===== config.mk =====
export PLATFORM = sky130hd
export DESIGN_NAME = bin_to_sseg_scan
export DESIGN_NICKNAME = d
export VERILOG_FILES = /design/src/rtl/bin_to_sseg_scan.sv
export SDC_FILE = /design/constraint.sdc
export NUM_CORES = 1
export LEC_CHECK = 0
export BUFFER_PORTS_ARGS = -buffer_cell sky130_fd_sc_hd__buf_2
export CAP_MARGIN = 20
export CELL_PAD_IN_SITES_DETAIL_PLACEMENT = 1
export CELL_PAD_IN_SITES_GLOBAL_PLACEMENT = 2
export CORE_ASPECT_RATIO = 1.4
export CORE_MARGIN = 2
export CORE_UTILIZATION = 39
export DETAILED_ROUTE_END_ITERATION = 16
export GPL_ROUTABILITY_DRIVEN = 0
export PLACE_DENSITY_LB_ADDON = 0.1
export SLEW_MARGIN = 0
export SYNTH_ARGS = -nofsm -noshare
export SYNTH_HDL_FRONTEND = slang
export SYNTH_SLANG_ARGS = --single-unit

===== constraint.sdc =====
create_clock -name clk2 -period 3.75 [get_ports clk2]
set_input_delay 0.375 -clock clk2 [delete_from_list [all_inputs] [get_ports clk2]]
set_output_delay 0.375 -clock clk2 [all_outputs]
set_load 0.02 [all_outputs]

===== src/rtl/bin_to_sseg_scan.sv =====
// Binary-to-BCD (sequential double-dabble) feeding a multiplexed common-anode
// 7-segment display with leading-zero blanking and overflow dashes.

module sseg_digit_dec (
    input  logic [3:0] nib,
    input  logic       blank,
    input  logic       dash,
    output logic [0:6] seg
);
    always_comb begin
        seg = 7'b1111111;
        if (dash) begin
            seg = 7'b1111110;
        end else if (!blank) begin
            case (nib)
                4'd0:    seg = 7'b0000001;
                4'd1:    seg = 7'b1001111;
                4'd2:    seg = 7'b0010010;
                4'd3:    seg = 7'b0000110;
                4'd4:    seg = 7'b1001100;
                4'd5:    seg = 7'b0100100;
                4'd6:    seg = 7'b0100000;
                4'd7:    seg = 7'b0001111;
                4'd8:    seg = 7'b0000000;
                4'd9:    seg = 7'b0000100;
                default: seg = 7'b1111111;
            endcase
        end
    end
endmodule

module bin_to_sseg_scan #(
    parameter int WIDTH    = 8,
    parameter int DIGITS   = 3,
    parameter int SCAN_DIV = 50000,
    parameter int LZB      = 1
) (
    input  logic              clk2,
    input  logic              rst,
    input  logic [WIDTH-1:0]  num,
    input  logic              load,
    output logic              busy,
    output logic              overflow,
    output logic [0:6]        SSeg,
    output logic [DIGITS-1:0] An
);
    localparam int BW = DIGITS * 4;
    localparam int CW = $clog2(WIDTH + 1);
    localparam int IW = (DIGITS > 1) ? $clog2(DIGITS) : 1;
    localparam int PW = $clog2(SCAN_DIV);

    function automatic logic [63:0] pow10(input int n);
        logic [63:0] r;
        r = 64'd1;
        for (int i = 0; i < n; i++) r = r * 64'd10;
        return r;
    endfunction

    localparam logic [63:0] LIMIT = pow10(DIGITS);

    typedef enum logic {IDLE, SHIFT} state_t;

    state_t            state, state_nxt;
    logic [WIDTH-1:0]  bin_r, bin_sh;
    logic [BW-1:0]     bcd, bcd_adj, bcd_sh;
    logic [CW-1:0]     cnt;
    logic              ovf_pend, ovf_chk, done;
    logic [BW-1:0]     disp, disp_nxt;
    logic              ovf_nxt;
    logic [PW-1:0]     presc, presc_nxt;
    logic [IW-1:0]     idx, idx_nxt;
    logic              tc;
    logic [DIGITS-1:0] blank;
    logic              hi_zero;
    logic [DIGITS-1:0][0:6] seg_all;

    // --- conversion FSM ---
    always_ff @(posedge clk2 or posedge rst) begin
        if (rst) state <= IDLE;
        else     state <= state_nxt;
    end

    always_comb begin
        state_nxt = state;
        case (state)
            IDLE:    if (load) state_nxt = SHIFT;
            SHIFT:   if (cnt == CW'(1)) state_nxt = IDLE;
            default: state_nxt = IDLE;
        endcase
    end

    always_comb begin
        busy = (state == SHIFT);
        done = (state == SHIFT) && (cnt == CW'(1));
    end

    // Range check is done on the raw binary, so dropped BCD carries are still flagged.
    assign ovf_chk = ({{(64-WIDTH){1'b0}}, num} >= LIMIT);

    always_comb begin
        bcd_adj = bcd;
        for (int i = 0; i < DIGITS; i++) begin
            if (bcd[4*i +: 4] >= 4'd5) bcd_adj[4*i +: 4] = bcd[4*i +: 4] + 4'd3;
        end
        bcd_sh = {bcd_adj[BW-2:0], bin_r[WIDTH-1]};
        bin_sh = {bin_r[WIDTH-2:0], 1'b0};
    end

    always_ff @(posedge clk2 or posedge rst) begin
        if (rst) begin
            bin_r    <= '0;
            bcd      <= '0;
            cnt      <= '0;
            ovf_pend <= 1'b0;
            disp     <= '0;
            overflow <= 1'b0;
        end else begin
            case (state)
                IDLE: begin
                    ovf_pend <= ovf_chk;
                    if (load) begin
                        bin_r <= num;
                        bcd   <= '0;
                        cnt   <= CW'(WIDTH);
                    end
                end
                SHIFT: begin
                    bin_r <= bin_sh;
                    bcd   <= bcd_sh;
                    cnt   <= cnt - CW'(1);
                    if (done) begin
                        disp     <= bcd_sh;
                        overflow <= ovf_pend;
                    end
                end
                default: ;
            endcase
        end
    end

    // --- scan and segment output ---
    assign disp_nxt = done ? bcd_sh : disp;
    assign ovf_nxt  = done ? ovf_pend : overflow;

    always_comb begin
        tc        = (presc == PW'(SCAN_DIV - 1));
        presc_nxt = tc ? '0 : presc + PW'(1);
        idx_nxt   = idx;
        if (tc) idx_nxt = (idx == IW'(DIGITS - 1)) ? '0 : idx + IW'(1);
    end

    // Blank digit k when it and every digit above it are zero.
    always_comb begin
        blank   = '0;
        hi_zero = 1'b1;
        for (int k = DIGITS - 1; k >= 0; k--) begin
            hi_zero  = hi_zero && (disp_nxt[4*k +: 4] == 4'd0);
            blank[k] = (LZB != 0) && (k != 0) && hi_zero;
        end
    end

    for (genvar k = 0; k < DIGITS; k++) begin : g_dig
        sseg_digit_dec u_dec (
            .nib   (disp_nxt[4*k +: 4]),
            .blank (blank[k]),
            .dash  (ovf_nxt),
            .seg   (seg_all[k])
        );
    end

    // Outputs are registered from next-state values so they track idx/disp without a lag.
    always_ff @(posedge clk2 or posedge rst) begin
        if (rst) begin
            presc <= '0;
            idx   <= '0;
            SSeg  <= 7'b0000001;
            An    <= ~DIGITS'(1);
        end else begin
            presc <= presc_nxt;
            idx   <= idx_nxt;
            SSeg  <= seg_all[idx_nxt];
            An    <= ~(DIGITS'(1) << idx_nxt);
        end
    end
endmodule


* After elaboration in Yosys (flattened, before gate mapping) *
Memory sizes are Yosys's and may differ from the RTL's.
Cells that the tools add are included.

cells by class
  $lt $le $gt $ge = 4
  $add $sub $neg = 6
  shift-type cells = 1
  eq/ne operators = 4
  muxes and demuxes = 24
  reduce and logical (&&, ||, !) cells = 4
  bitwise logic cells = 2

operators by type and width
  kind                                                        count
  2-to-1 mux 7 bit                                            6
  2-to-1 mux 12 bit                                           2
  case mux 12 bit (2 select lines)                            1
  adder 16 x 1 -> 16 bit, second input constant               1
  equality test 16 bit, second input constant                 1
  2-to-1 mux 16 bit                                           1
  case mux 8 bit (2 select lines)                             1
  binary-select mux 7 bit (select 2 bit)                      1
  >= comparator 4 x 3 -> 1 bit, second input constant         3
  2-to-1 mux 4 bit                                            3
  adder 4 x 2 -> 4 bit, second input constant                 2
  logical NOT 4 bit                                           2
  2-to-1 mux 8 bit                                            1
  case mux 4 bit (2 select lines)                             1
  equality test 4 x 1 -> 1 bit, second input constant         1
  2-to-1 mux 2 bit                                            2
  subtractor 4 x 1 -> 4 bit, second input constant            1
  adder 3 x 2 -> 3 bit, second input constant                 1
  less-than comparator 2 x 3 -> 1 bit, second input constant  1
  2-to-1 mux 1 bit                                            3
  2-to-1 mux 3 bit                                            1
  NOT 3 bit                                                   1
  left shift 1 x 2 -> 3 bit, first input constant             1
  adder 2 x 1 -> 2 bit, second input constant                 1
  5 further kinds                                             6

word-level totals
  bits in read-only memories = 336
  input bits = 11
  memories kept = 3
  bits in registers = 66
  output and inout bits = 12

memories
  memory            words  bits a word  read ports  clocked after memory_dff  write ports  RTL line  source
  (name not given)  16     7            1           0                         0            15        case (nib)
  (name not given)  16     7            1           0                         0            15
  (name not given)  16     7            1           0                         0            15

* Depth between registers and ports, before layout *
  depth in word-level cells = 9
  mapped depth = 17
  gate-level depth less buffers = 14

* Cells and area by module *
A second synthesis with hierarchy kept.

second synthesis, totals
  cells, all modules = 429
  area total of the unflattened synthesis = 4127.7 um2

by module, submodules not included
  module            area each (um2)  cells each  sequential area each (um2)  times used
  bin_to_sseg_scan  3433.3           339         1655.3                      1
  sseg_digit_dec    231.5            30          0.0                         3

* Worst setup path before layout *
OpenSTA, ideal clock, no wires.

  path kind = reg-to-reg
  from = reg cnt[0]
  to = reg SSeg[2] in the netlist's numbering
  required time = 3.611 ns
  arrival time = 2.971 ns
  setup time = 0.139 ns
  path slack = 0.641 ns
  cell stages (with the launch flop) = 17
  path through = dfrtp_1 -> ha_1 -> nand4bb_1 -> buf_2 -> buf_6 -> clkbuf_1 -> clkbuf_1 -> nand2_1 -> o21ai_0 -> inv_1 -> ha_1 -> o21ai_1 -> a21oi_1 -> a21o_1 -> nand2_1 -> a21oi_1 -> or4_1

on the way
  longest elaborated chain between the ends = 9
  elaborated cells between the ends (all ways) = 17

RTL lines
  element                                                           RTL line  source
  from (decl)                                                       66        logic [CW-1:0] cnt;
  from (signal assigned)                                            124       cnt <= CW'(WIDTH);
  from (signal assigned)                                            130       cnt <= cnt - CW'(1);
  equality test 4 x 1 -> 1 bit (*)                                  94        done = (state == SHIFT) && (cnt == CW'(1));
  logical AND 1 bit (*)                                             94
  2-to-1 mux 12 bit (*)                                             --
  via disp_nxt[8]                                                   68        logic [BW-1:0] disp, disp_nxt;
  branches (longest 4 deep; another with memory read (16 x 7 bit))  --
  binary-select mux 7 bit (select 2 bit) (*)                        181       SSeg <= seg_all[idx_nxt];
  2-to-1 mux 7 bit (not written as such) (*)                        181
  to (signal assigned)                                              181
  to (decl)                                                         44        output logic [0:6] SSeg,

Mark *: on every way through the listed nets, which the timed path passes. The select of a mux whose other input is x is not followed.
A chain may end at the register's enable or synchronous reset.

* Worst setup path in the final report *
  from = reg bcd[4]
  to = reg SSeg[3] in the netlist's numbering

on the way
  longest elaborated chain between the ends = 9
  elaborated cells between the ends (all ways) = 15

RTL lines
  element                                                                      RTL line  source
  from (decl)                                                                  65        logic [BW-1:0] bcd, bcd_adj, bcd_sh;
  from (signal assigned)                                                       129       bcd <= bcd_sh;
  adder 4 x 2 -> 4 bit / >= comparator 4 x 3 -> 1 bit (equally long branches)  103       if (bcd[4*i +: 4] >= 4'd5) bcd_adj[4*i +: 4] = bcd[4*i +: 4] + 4'd3;
  2-to-1 mux 4 bit (*)                                                         103
  2-to-1 mux 12 bit (*)                                                        --
  via disp_nxt[8]                                                              68
  branches (longest 4 deep; another with memory read (16 x 7 bit))             --
  binary-select mux 7 bit (select 2 bit) (*)                                   181
  2-to-1 mux 7 bit (not written as such) (*)                                   181

Marks and branches as above.

==> impl_metrics.ini <==
[status]
status = finished, final reports clean

[cells_and_area]
nFillCells = 1289
n_antenna_cell = 0
fin_util_pct = 44.2
layout_common_cells = 63 x dfrtp_1, 50 x nand2_1, 41 x o21ai_0, 39 x nor2_1, 25 x inv_1
nets = 533
area_growth_pct = 11.5
layout_commonest_cell = dfrtp_1
drive_gt1_share_pct = 14.1

[floorplanning]
dieArea_mm2 = 0.0118
pin_count = 23
die_h_um = 128
num_rows = 45
start_util_pct = 39.6
core-area_mm2 = 0.0108
die_w_um = 92.3

[clocking]
cts_sinks = 66
cts_tree = yes
cts_hold_buffers = 0
htreeDepth = 3
cts_buffer_depth = 2
clk_latency_ns = 0.33
root_buffer = clkbuf_16
cts_resized = 0
post-cts-setup-buffer-count = 0
path_clk_slew_ns = 0.05
cts_made_buffers = 9

[yosys]
syn_area_mm2 = 0.00426
synth_nets = 516
synth_edf_count = 0
yosys_register_bits = 66
synth-async-reset-ratio_pct = 100
syn_avg_cell_area_um2 = 8.86
synth-main-ff-cell = dfrtp_1
yosysWarnings = 0
yosysSeqAreaShare_pct = 38.9
yosysUniqueCellTypes = 71
synth_cells = 481

[power_and_ir_drop]
irDropWorstVdd_mv = 0.310
power_leakage_nw = 2.16
total_power_mw = 4.11
power.density_mw_per_mm2 = 865

[worst_setup_path]
critPathBufInv = 2
cp-end-kind = flip-flop
critPathKind = flip-flop to flip-flop
required_ns = 3.94
critPathSlowestCell = or4b_1
crit_path_start_kind = flip-flop
slowest_delay_ns = 0.45
cp_max_fo = 6
crit_chain = inv_1 -> ha_1 -> nor2b_1 -> nor3_1 -> a21oi_1 -> o21ai_0 -> inv_1 -> ha_1 -> o21ai_1 -> a21oi_1 -> nand3_1 -> nand2_1 -> o21ai_0 -> or4b_1
critical-path-top-delay-family = simple AND/OR/NAND/NOR gates
cp.arrival_ns = 3.36

[timing]
fmax_mhz = 316
holdWs_ns = 0.0732
maxSlewViolCount = 0
fin_worst_skew_ns = 0.00754
relSlewSlack_pct = 65.6
worst_pin_slew_ns = 0.515
setup_tns_ns = 0
post-route-min-period_ns = 3.17
rsz0062_at_grt = false
fin_ws_ns = 0.584
post-route-period-util_pct = 84.4
hold_viol_final = 0
setup_viol = 0

[global_route]
grt_max_degree = 27
antenna_found_initial = 0
grt_pass1_vias = 3632
grt_pass1_wl_mm = 18.4
track_usage_pct = 19.9
grt_overflow_total = 0

[route]
drt_iter0_drc = 85
wl_per_cell_um = 16.8
drc_errors = 0
vias = 3461
via_per_inst = 5.37
routed_wl_mm = 10.8
postRouteAntennaNets = 0
firstDrtPassIters = 4

[place]
post-place-ws_ns = 0.587
hpwlAfterDp_mm = 8.50
port_buffers = 22

[job]
cap_violations = 0

[worst_hold_path]
hold_path.class = input port to asynchronous set/reset pin
-- registers in the layout (all words and copies together), names as in the netlist --
register  flops
bin_r         8
idx           2
cnt           4
An            3
SSeg          7
bcd          12
busy          1
presc        16
overflow      1
disp         12
-- synth_stat cells (3+ instances only) --
library cell	number	area share [%]
dfstp_2	3	1.9
and2_1	4	0.59
dfrtp_1	63	37
o31ai_1	6	1.1
o21a_1	6	1.1
ha_1	24	7.0
a211oi_1	6	1.1
mux2i_1	15	3.5
a21o_1	4	0.70
nand2_1	50	4.4
o21ai_1	8	0.94
a21oi_1	24	2.8
a31oi_1	5	0.73
xor2_1	8	1.6
nor3_1	16	1.9
buf_2	7	0.82
and3_1	3	0.44
or2_2	3	0.44
o21ai_0	41	4.8
nor2b_1	3	0.44
nand3_1	14	1.6
nand2b_1	15	2.2
xnor2_1	14	2.9
nor3b_1	4	0.70
clkbuf_1	10	0.88
or4_1	3	0.53
buf_6	3	0.79
nor2_1	39	3.4
inv_1	26	2.3
-- final cells by class --
cell class | count | area (um^2) | share of cell area [%]
Inverter | 28 | 105 | 2.21
Clock buffer | 16 | 272 | 5.71
Sequential cell | 66 | 1660 | 34.8
Multi-Input combinational cell | 362 | 2370 | 49.8
Timing Repair Buffer | 31 | 178 | 3.74
Tap cell | 141 | 176 | 3.71
-- worst paths after layout --
| check | startpoint | end | slack, ns | cells after the start |
|---|---|---|---|---|
| worst max-delay path | bcd[4] | SSeg[3] | 0.58 | 14 |
| worst min-delay path | rst | disp[1] | 0.07 | 2 |
| worst max register to register | bcd[4] | SSeg[3] | 0.58 | 14 |
| worst min register to register | bin_r[2] | bin_r[3] | 0.49 | 2 |
| max in group asynchronous | rst | An[2] | 2.92 | 3 |
| min in group clk2 | num[0] | bin_r[0] | 0.29 | 3 |
-- stage by stage --
step           instance area, um^2  instances
2_1_floorplan                 4260        481
3_3_place_gp                  4480        628
3_5_place_dp                  4480        628
4_1_cts                       4750        644
5_1_grt                       4750        644
6_report                      4750        644
-- per-layer routing --
layer	wire length [um]	part of all wire (%)	GRT usage [%]
met1	4570	42	23.5
met2	5550	51	34.7
met3	246	2.3	3.41
met4	469	4.3	10.3
met5	0	0	0
-- report_power, final --
| part | switching, mW | internal, mW | total, mW |
|---|---|---|---|
| registers | 0.226 | 0.939 | 1.16 |
| clock network | 0.286 | 0.485 | 0.771 |
| logic | 1.33 | 0.847 | 2.18 |
| total | 1.84 | 2.27 | 4.11 |
-- cell families (layout without fill, tap and decap cells) --
logic type	count (synthesis)	count (layout)	synth area share, %
AND/OR/NAND/NOR	175	175	21.1
AO/OA/AOI/OAI	126	126	19.3
flip-flops	66	66	38.9
buffers and inverters	53	75	5.61
adder cells (fa/ha/maj)	24	24	7.05
XOR/XNOR	22	22	4.52
multiplexers	15	15	3.52
(Power assumes the default switching activity.)
